## src/rtl/regfile_wr_arbiter.sv

```systemverilog
// Register-file write-port arbiter: WB has priority, long-latency results queue and drain into idle WB slots.
// Optional starvation guard enabled by defining RFARB_STARVE_GUARD_EN.
module regfile_wr_arbiter #(
    parameter int DEPTH    = 2,
    parameter int MAX_WAIT = 8
) (
    input  logic                    clk,
    input  logic                    rst,
    input  logic                    wb_we,
    input  logic [4:0]              wb_waddr,
    input  logic [31:0]             wb_wdata,
    input  logic                    lu_valid,
    input  logic [4:0]              lu_waddr,
    input  logic [31:0]             lu_wdata,
    output logic                    lu_ready,
    output logic                    rf_we,
    output logic [4:0]              rf_waddr,
    output logic [31:0]             rf_wdata,
    input  logic [4:0]              r1,
    input  logic                    r1e,
    input  logic [4:0]              r2,
    input  logic                    r2e,
    output logic                    stall_req,
    output logic                    starve_stall,
    output logic [$clog2(DEPTH):0]  q_count
);

    localparam int PW = (DEPTH > 1) ? $clog2(DEPTH) : 1;
    localparam int CW = $clog2(DEPTH) + 1;

    logic [4:0]       addr_q [DEPTH];
    logic [31:0]      data_q [DEPTH];
    logic [DEPTH-1:0] sq_q, sq_d;
    logic [PW-1:0]    rd_ptr_q, wr_ptr_q;
    logic [CW-1:0]    count_q, count_d;

    logic             full, wb_hit, pop, enq;
    logic [DEPTH-1:0] valid, live;

    always_comb begin
        full     = (count_q == CW'(DEPTH));
        wb_hit   = wb_we && (wb_waddr != 5'd0);
        lu_ready = !rst && !full;
        pop      = !rst && !wb_we && (count_q != '0);
        enq      = !rst && lu_valid && !full && (lu_waddr != 5'd0);
        valid    = '0;
        live     = '0;
        sq_d     = sq_q;
        for (int i = 0; i < DEPTH; i++) begin
            // entry i is occupied when its distance from the read pointer is below the count
            valid[i] = CW'(PW'(PW'(i) - rd_ptr_q)) < count_q;
            live[i]  = valid[i] && !sq_q[i] && !(pop && (PW'(i) == rd_ptr_q));
            if (wb_hit && valid[i] && (addr_q[i] == wb_waddr)) sq_d[i] = 1'b1;
        end
        if (enq) sq_d[wr_ptr_q] = wb_hit && (lu_waddr == wb_waddr);
        count_d = count_q + CW'(enq) - CW'(pop);
    end

    always_comb begin
        stall_req = 1'b0;
        for (int i = 0; i < DEPTH; i++) begin
            if (live[i] && r1e && (r1 != 5'd0) && (addr_q[i] == r1)) stall_req = 1'b1;
            if (live[i] && r2e && (r2 != 5'd0) && (addr_q[i] == r2)) stall_req = 1'b1;
        end
        if (rst) stall_req = 1'b0;
    end

    always_comb begin
        rf_we    = 1'b0;
        rf_waddr = 5'd0;
        rf_wdata = 32'd0;
        if (!rst) begin
            if (wb_we) begin
                rf_we    = wb_hit;
                rf_waddr = wb_waddr;
                rf_wdata = wb_wdata;
            end else if (count_q != '0) begin
                rf_we    = !sq_q[rd_ptr_q];
                rf_waddr = addr_q[rd_ptr_q];
                rf_wdata = data_q[rd_ptr_q];
            end
        end
    end

    always_ff @(posedge clk) begin
        if (rst) begin
            sq_q     <= '0;
            rd_ptr_q <= '0;
            wr_ptr_q <= '0;
            count_q  <= '0;
        end else begin
            sq_q    <= sq_d;
            count_q <= count_d;
            if (enq) begin
                addr_q[wr_ptr_q] <= lu_waddr;
                data_q[wr_ptr_q] <= lu_wdata;
                wr_ptr_q         <= wr_ptr_q + PW'(1);
            end
            if (pop) rd_ptr_q <= rd_ptr_q + PW'(1);
        end
    end

    assign q_count = count_q;

`ifdef RFARB_STARVE_GUARD_EN
    localparam int WW = $clog2(MAX_WAIT + 1);
    logic [WW-1:0] wait_q, wait_d;
    logic          starve_q;

    always_comb begin
        wait_d = wait_q;
        if (pop || (count_q == '0)) wait_d = '0;
        else if (wb_we && (wait_q != WW'(MAX_WAIT))) wait_d = wait_q + WW'(1);
    end

    always_ff @(posedge clk) begin
        if (rst) begin
            wait_q   <= '0;
            starve_q <= 1'b0;
        end else begin
            wait_q   <= wait_d;
            starve_q <= (wait_d == WW'(MAX_WAIT));
        end
    end

    assign starve_stall = starve_q;
`else
    assign starve_stall = 1'b0;
`endif

endmodule

```

## config.mk

```make
export PLATFORM = sky130hd
export DESIGN_NAME = regfile_wr_arbiter
export DESIGN_NICKNAME = d
export VERILOG_FILES = /design/src/rtl/regfile_wr_arbiter.sv
export SDC_FILE = /design/constraint.sdc
export NUM_CORES = 1
export LEC_CHECK = 0
export CORE_MARGIN = 10
export CORE_UTILIZATION = 55
export CTS_CLUSTER_DIAMETER = 30
export CTS_CLUSTER_SIZE = 16
export DETAILED_ROUTE_END_ITERATION = 10
export DONT_BUFFER_PORTS = 1
export HOLD_SLACK_MARGIN = 0.06
export PLACE_DENSITY_LB_ADDON = 0.15
export SYNTH_ARGS = -nofsm -noshare
export SYNTH_HDL_FRONTEND = slang
export SYNTH_SLANG_ARGS = --single-unit
```

## constraint.sdc

```tcl
create_clock -name clk -period 4 [get_ports clk]
set_input_delay 0.4 -clock clk [delete_from_list [all_inputs] [get_ports clk]]
set_output_delay 0.4 -clock clk [all_outputs]
set_load 0.005 [all_outputs]
```

### Word-level counts from Yosys, hierarchy flattened

Memory sizes are Yosys's and may differ from the RTL's. A register that Yosys moved wholly into a read port is not among the register bits.
Index checks and enable logic that the tools add are counted.
W data, S select, Z words.

* register bits: 6
* RAM bits: 74
* bits of input ports: 90
* memories kept: 2

* $add $sub $neg: 6
* magnitude comparators: 5
* equal/unequal tests: 8
* muxes and demuxes: 29
* bitwise logic cells: 1
* reduce and logical (&&, ||, !) cells: 44

Memories
* data_q: words 2, width 32, read ports 1, clocked after memory_dff 1, wr ports 1, RTL line 32 `logic [31:0] data_q [DEPTH];`
* addr_q: words 2, width 5, read ports 3, clocked after memory_dff 1, wr ports 1, RTL line 31 `logic [4:0] addr_q [DEPTH];`

Operators with widths (number)
* $mux W32: 3
* $eq A5 B5 Y1: 7
* $logic_and A1 B1 Y1: 31
* $mux W1: 20
* $reduce_bool A5 Y1: 4
* $mux W5: 3
* $logic_not A1 Y1: 8
* $lt A1 B2 Y1: 2
* $lt A1 B2 Y1 const B: 2
* $add A1 B1 Y1 const B: 2
* $add A2 B1 Y2: 1
* $bwmux W2: 1
* $eq A2 B2 Y1 const B: 1
* $mux W2: 1
* $reduce_bool A2 Y1: 1
* $sub A1 B1 Y1 const A: 2
* $sub A2 B1 Y2: 1
* $demux W1 S1: 1
* $ge A1 B1 Y1 const B: 1
* $not A1 Y1: 1

### Logic depth before layout (Yosys ltp)

Gate-level depths: netlist of the first run.

* word-level depth: 14
* depth in mapped cells: 11
* depth with buffers taken out: 9

### Least setup slack after synthesis of the first run

Ideal clock, no wire load.

* path type: input-to-reg
* start: input port rst
* end: memory addr_q[0][0], enable pin
* setup time: 0.433 ns
* arrival: 2.575 ns
* data required time: 3.567 ns
* path slack: 0.992 ns
* stages on the path: 4
* path through: buf_2 a21oi_1 o211ai_2 nor2_1

* longest elaborated chain between the ends: 7

Ends and longest elaborated chain
* start, declared: RTL line 8 `input logic rst,`
* $logic_not A1 Y1
* $logic_and A1 B1 Y1 (3 in series): RTL line 45 `enq = !rst && lu_valid && !full && (lu_waddr != 5'd0);`
* $mux W1: RTL line 94 `if (enq) begin`
* $mux W1 *: RTL line 86 `if (rst) begin`
* $mux W1 (implied by the code) *: RTL line 95 `addr_q[wr_ptr_q] <= lu_waddr;`
* end, declared: RTL line 31

Mark *: on every way between the ends. The rest lies on a longest branch, timed or not.

### Final worst setup path of the first run

* start: register count_q[1] (netlist: q_count[1])
* end: output port stall_req

* longest elaborated chain between the ends: 13
* elaborated cells on any way between the ends: 29

Ends and longest elaborated chain
* start, declared: RTL line 35 `logic [CW-1:0] count_q, count_d;`
* start signal, assigned: RTL line 93 `count_q <= count_d;`
* $reduce_bool A2 Y1 *: RTL line 44 `pop = !rst && !wb_we && (count_q != '0);`
* $logic_and A1 B1 Y1 *: RTL line 44
* via pop: RTL line 37 `logic full, wb_hit, pop, enq;`
* $logic_and A1 B1 Y1: RTL line 52 `live[i] = valid[i] && !sq_q[i] && !(pop && (PW'(i) == rd_ptr_q));`
* $logic_not A1 Y1: RTL line 52
* $logic_and A1 B1 Y1: RTL line 52
* $logic_and A1 B1 Y1 (3 in series): RTL line 62 `if (live[i] && r1e && (r1 != 5'd0) && (addr_q[i] == r1)) stall_req = 1'b1;`
* $mux W1: RTL line 62
* $mux W1: RTL line 63 `if (live[i] && r2e && (r2 != 5'd0) && (addr_q[i] == r2)) stall_req = 1'b1;`
* $mux W1: RTL line 62
* $mux W1 *: RTL line 63
* $mux W1 *: RTL line 65 `if (rst) stall_req = 1'b0;`
* end, declared: RTL line 23 `output logic stall_req,`

The timed path passes the listed nets; every way through them passes the cells marked *.

==> results of run 1 <==
-- layer usage --
metal,vias to the layer above,track usage
met5,-,0
met4,0,0.0545
met3,9,0.0731
met2,92,0.264
met1,1105,0.185
li1,1104,-
-- cells in the final DEF, fill, tap and decap left out, types with 2 or more instances in the layout --
cell         n
xor2_1      16
a31oi_1      2
nor4_1       7
nor2b_1      3
mux2i_1     37
nand2_1     37
buf_4        3
a21oi_1      3
or3_1        2
nor2_4       2
or4_1        5
nor2_1       4
ha_1         4
clkinvlp_4   2
nand3_1      3
inv_1        6
o311a_1      2
xnor2_1     23
edfxtp_1    74
clkbuf_8     9
dfxtp_1      6
o21ai_0     40
inv_6        2
-- logic make-up after synthesis --
kind of cell    count (synthesis)
other cells                     1
buf+inv                        20
compound gates                 53
flops                          81
mux                            37
simple gates                   67
xor+xnor                       39
fa+ha+maj                       4
-- power breakdown --
group / internal [uW] / total, uW / switching (uW)
combinational: 98.5 / 228 / 129
sequential: 980 / 1020 / 44.1
clock: 299 / 628 / 329
-- worst max path at each step --
stage / from / to / slack [ps] / cells past startpoint
CTS: q_count[1]$_SDFF_PP0_ / stall_req / 560 / 9
global placement: q_count[1]$_SDFF_PP0_ / stall_req / 1090 / 9
detailed placement: q_count[1]$_SDFF_PP0_ / stall_req / 960 / 9
floorplan: rst / addr_q[0][0]$_DFFE_PP_ / 990 / 4
finish: q_count[1]$_SDFF_PP0_ / stall_req / 570 / 9
global route: q_count[1]$_SDFF_PP0_ / stall_req / 380 / 9
-- synth_stat cells, types with 3 or more instances --
library cell / instances / area share
edfxtp_1: 74 / 0.58
buf_1: 4 / 0.0039
ha_1: 4 / 0.013
dfxtp_1: 7 / 0.037
mux2i_1: 37 / 0.097
o21ai_0: 40 / 0.052
clkbuf_1: 7 / 0.0069
nor2b_1: 4 / 0.0065
xnor2_1: 23 / 0.053
inv_1: 6 / 0.0059
nand3_1: 3 / 0.0039
xor2_1: 16 / 0.037
nand2_1: 37 / 0.036
nor4_1: 7 / 0.011
a21oi_1: 3 / 0.0039
nor2_1: 6 / 0.0059
or4_1: 5 / 0.0098
-- state kept, by name, summed over array words and instances (netlist names), named ones only --
register and count:
addr_q 10, data_q 64, q_count 2, rd_ptr_q 1, sq_q 2, wr_ptr_q 1
-- per-stage QoR --
| stage | hold WS [ps] | util |
|---|---|---|
| after global routing | 88.7 | 0.609 |
| after global placement | 470 | 0.578 |
| after detailed placement | 469 | 0.578 |
| after CTS | 83.5 | 0.609 |
| final | 104 | 0.609 |
| after floorplan | 499 | - |
-- area by class of cell --
cell class,instances,area (um^2)
inverters,6,22.5
clock buffers,9,124
flip-flops and latches,81,2360
fillers,551,2640
repair buffers,3,22.5
clock inverters,7,87.6
well taps,80,100
multi-input cells,201,1400
==> flow_metrics.tcl, run 1 <==
set metrics [dict create \
    run_status "finished clean" \
    cts_made_buffers 9 \
    reg2reg_from "q_count[0]$_SDFF_PP0_" \
    rr_worst_depth 4 \
    min_period_over_period 0.858 \
    pre_cts_slack_ps 958 \
    worst_pin_slew_ps 1140 \
    wl_met3_um 988 \
    drive_above_1_share 0.0814 \
    synthMuxAreaShare 0.0969 \
    areaGrowthSynthToFinish_pct 7.69 \
    max_cap_viol_count 0 \
    holdCritStartpoint "rst" \
    fin_skew_ps 9.25 \
    syn_inst 302 \
    drtAntennaViolNets 0 \
    cts_tree "yes" \
    fmax_ghz 0.291 \
    wl_met1_mm 3.39 \
    synthAdderAreaFrac 0.0131 \
    core_area_um2 6760 \
    highest_layer "met4" \
    clock_latency_ps 360 \
    cts-htree-levels 3 \
    synth_seq_cells 81 \
    grt_max_degree 39 \
    io_pins 133 \
    finalSetupTns_ps 0 \
    dieArea_um2 10700 \
    hold_violations 0 \
    clockBufferDepth 2 \
    synthSimpleGateAreaFrac 0.0818 \
    finalSetupViolCount 0 \
    grt_setup_unrepaired "no" \
    gp_congestion 0.887 \
    worstReg2RegEnd "data_q[0][17]$_DFFE_PP_" \
    final_nets 396 \
    synthDistinctLibCells 32 \
    seq_area_frac_synth 0.618 \
    hold_buffers 0 \
    wirelength_mm 8.66 \
    critPathSlowestCell "or4_1" \
    path_cells "o21bai_1 -> nand2b_1 -> buf_4 -> inv_1 -> ha_1 -> or4_1 -> nor4_1 -> a31oi_1 -> o22ai_1" \
    cts_resized 0 \
    dr.pass1.iters 4 \
    fin_crit_ps 3430 \
    ff2ff_setup_slack_ps 1660 \
    synth_area_per_cell_um2 12.7 \
    die_h_um 103 \
    synthXorXnorAreaFrac 0.0894 \
    relSlewSlack 0.238 \
    finalPower_uw 1880 \
    cp.required_ps 3600 \
    critPathLaunchType "register" \
    grt_util_all_layers 0.162 \
    worstSetupEndpointType "output port" \
    grt_first_pass_wirelength_mm 12.9 \
    grt.overflow.total 0 \
    post-cts-setup-buffers 0 \
    fin_ws_ps 566 \
    drt_iter0_markers 102 \
    critPathMaxFanout 38 \
    synth-compound-area-share 0.0786 \
    antenna_cells 0 \
    syn_area_um2 3820 \
    synth_top_family_by_area "multiplexers" \
    cts.clk_slew.worst_paths_ps 80 \
    synthFlopType "edfxtp_1" \
    place_inst 371 \
    grt_pass1_vias 2446 \
    peakVddDrop_mv 0.250 \
    min_path_type "in2reg" \
    cts-root-buf "clkbuf_8" \
    max_stage_delay_ps 520 \
    vias_per_cell 5.97 \
    power.density_nw_per_um2 457 \
    place_area_um2 3910 \
    antenna_found_initial 0 \
    yosysWarnings 0 \
    cts.sinks 81 \
    fin_cells 387 \
    io_buffers 0 \
    leakage_uw 0.00131 \
    path_class "reg2out" \
    start_util 0.566 \
    hold_depth 1 \
    die_w_um 103 \
    finalInstanceArea_um2 4120 \
    crit_family "simple AND/OR/NAND/NOR gates" \
    async_flop_share 0 \
    dp_hpwl_mm 6.09 \
    rows 30 \
    dr_wl_met2_mm 4.20 \
    critical_path_arrival_ps 3030 \
    num_vias 2310 \
    syn-num-nets 396 \
    drcViolationCount 0 \
    synth_edf_count 74 \
    cp_num_buf_inv 2 \
    maxSlewViolCount 0 \
    wire_per_inst_um 22.4 \
]
Power figures use the tool's default switching activity.
==> run 2: changes to the inputs <==
==> constraint.sdc (replaced) <==
create_clock -name clk -period 4 [get_ports clk]
set_input_delay 0.4 -clock clk [delete_from_list [all_inputs] [get_ports clk]]
set_output_delay 0.4 -clock clk [all_outputs]
set_load 0.1 [all_outputs]
==> run 2 against run 1 <==
Effect of this change: count of clock-buffer cells in the layout grew 1; total power increased by 22%; fmax rose by 10%; largest power group unchanged; critical path type unchanged; cell area is 12% higher; global-route usage up 1.3 points; clock skew fell by 0.62 ps.
==> flow_metrics.tcl, run 2 (synthesis gave the netlist of run 1 again) <==
set metrics [dict create \
    clockBufferDepth 2 \
    wire_per_inst_um 21.3 \
    grt_first_pass_wirelength_mm 14.1 \
    grt_pass1_vias 2789 \
    fin_skew_ps 8.63 \
    p_switching_uw 804 \
    critPathLaunchType "register" \
    areaGrowthSynthToFinish_pct 21.1 \
    dieArea_um2 10700 \
    holdCritStartpoint "rst" \
    pre_cts_slack_ps 1290 \
    antenna_cells 0 \
    num_vias 2502 \
    cts-root-buf "clkbuf_8" \
    drt_iter0_markers 110 \
    max_stage_delay_ps 520 \
    drtAntennaViolNets 0 \
    antenna_found_initial 0 \
    start_util 0.566 \
    post-cts-setup-buffers 0 \
    crit_family "simple AND/OR/NAND/NOR gates" \
    maxSlewViolCount 0 \
    critPathSlowestCell "or4_1" \
    grt_setup_unrepaired "no" \
    relSlewSlack 0.514 \
    die_w_um 103 \
    cts.clk_slew.worst_paths_ps 80 \
    grt_util_all_layers 0.175 \
    finalSetupViolCount 0 \
    core_area_um2 6760 \
    min_path_type "in2reg" \
    worstReg2RegEnd "data_q[0][22]$_DFFE_PP_" \
    finalSetupTns_ps 0 \
    min_period_over_period 0.778 \
    largest_reg_flops 64 \
    top_register "data_q" \
    critical_path_arrival_ps 2710 \
    dp_hpwl_mm 6.86 \
    final_common_cell "edfxtp_1" \
    clkPwrFrac 0.283 \
    p_seq_frac 0.443 \
    leakage_uw 0.00161 \
    hold_depth 1 \
    max_cap_viol_count 0 \
    gp_congestion 0.881 \
    hold_buffers 0 \
    power.density_nw_per_um2 497 \
    fin_ws_ps 887 \
    mostFrequentLayoutCells "edfxtp_1, buf_4, o21ai_2" \
    reg_top3 "data_q x64, addr_q x10" \
    clock_latency_ps 350 \
    fin_crit_ps 3110 \
    wirelength_mm 9.20 \
    cp_num_buf_inv 2 \
    switching_share 0.349 \
    rows 30 \
    reg2reg_from "q_count[0]$_SDFF_PP0_" \
    peakVddDrop_mv 0.263 \
    cp.depth 9 \
    intPower_uw 1500 \
    worstSetupEndpointType "output port" \
    rr_worst_depth 6 \
    die_h_um 103 \
    worst_pin_slew_ps 727 \
    dr.pass1.iters 4 \
    io_buffers 0 \
    grt_max_degree 38 \
    finalInstanceArea_um2 4630 \
    drive_above_1_share 0.308 \
    grt.overflow.total 0 \
    io_pins 133 \
    hold_violations 0 \
    comb_power_share 0.274 \
    final_nets 440 \
    path_cells "o21bai_1 -> nand2b_2 -> inv_1 -> ha_1 -> or4_1 -> nor4_1 -> a31oi_1 -> o22ai_4 -> buf_12" \
    cts_resized 0 \
    run_status "finished clean" \
    place_area_um2 4410 \
    cts_made_buffers 9 \
    cts.sinks 81 \
    critPathMaxFanout 3 \
    fmax_ghz 0.321 \
    cts-htree-levels 3 \
    cp.required_ps 3600 \
    vias_per_cell 5.81 \
    path_class "reg2out" \
    drcViolationCount 0 \
    cts_tree "yes" \
    ff2ff_setup_slack_ps 1510 \
]
## run 2: cell types whose count changed in the layout (fill, tap and decap cells not counted), moves of 2 or more
| cell | before | now |
|---|---|---|
| buf_4 | 3 | 46 |
| o21ai_0 | 40 | 3 |
| o21ai_2 | 1 | 38 |
| a21oi_1 | 3 | 1 |
| a21oi_2 | 0 | 2 |
| inv_6 | 2 | 0 |
## run 2: metal layers
metal  GRT usage  vias to the layer above  part of all wire
li1            -                     1206                 -
met1       0.181                     1191              0.37
met2       0.301                       88              0.51
met3      0.0751                       17              0.10
met4      0.0791                        0             0.020
met5           0                        -                 0
## run 2: worst max path at each step
| stage | startpoint | to | slack [ps] |
|---|---|---|---|
| floorplan | q_count[1]$_SDFF_PP0_ | rf_waddr[3] | -370 |
| global placement | wb_we | stall_req | 1370 |
| detailed placement | wb_we | stall_req | 1290 |
| CTS | q_count[1]$_SDFF_PP0_ | stall_req | 900 |
| global route | q_count[1]$_SDFF_PP0_ | stall_req | 680 |
| finish | q_count[1]$_SDFF_PP0_ | stall_req | 890 |
## run 2: worst reg2reg max path, delay by kind of cell (launching register included)
kind / cells / cell delay, ps
compound gates: 2 / 440
simple gates: 1 / 620
flops: 1 / 340
buf+inv: 3 / 780
## run 2: cell type report
type / instances / area, um^2
inverters: 6 / 22.5
multi-input cells: 201 / 1560
flip-flops and latches: 81 / 2360
clock buffers: 10 / 128
well taps: 80 / 100
clock inverters: 6 / 91.3
fillers: 500 / 2130
repair buffers: 47 / 365
## run 2: stage by stage
step	cells	util	hold WS [ps]	power, uW
global route	431	0.685	93.5	2390
detailed placement	415	0.653	471	1680
CTS	431	0.685	95.6	2310
finish	431	0.685	103	2300
global placement	415	0.653	468	1670
floorplan	302	-	499	1520
## run 2: power groups by stage
stage,registers [uW],logic [uW],clock network [uW]
after floorplan,1050,468,0
after global placement,1030,631,0
after detailed placement,1040,637,0
after CTS,1020,639,654
after global routing,1020,665,696
final,1020,631,651
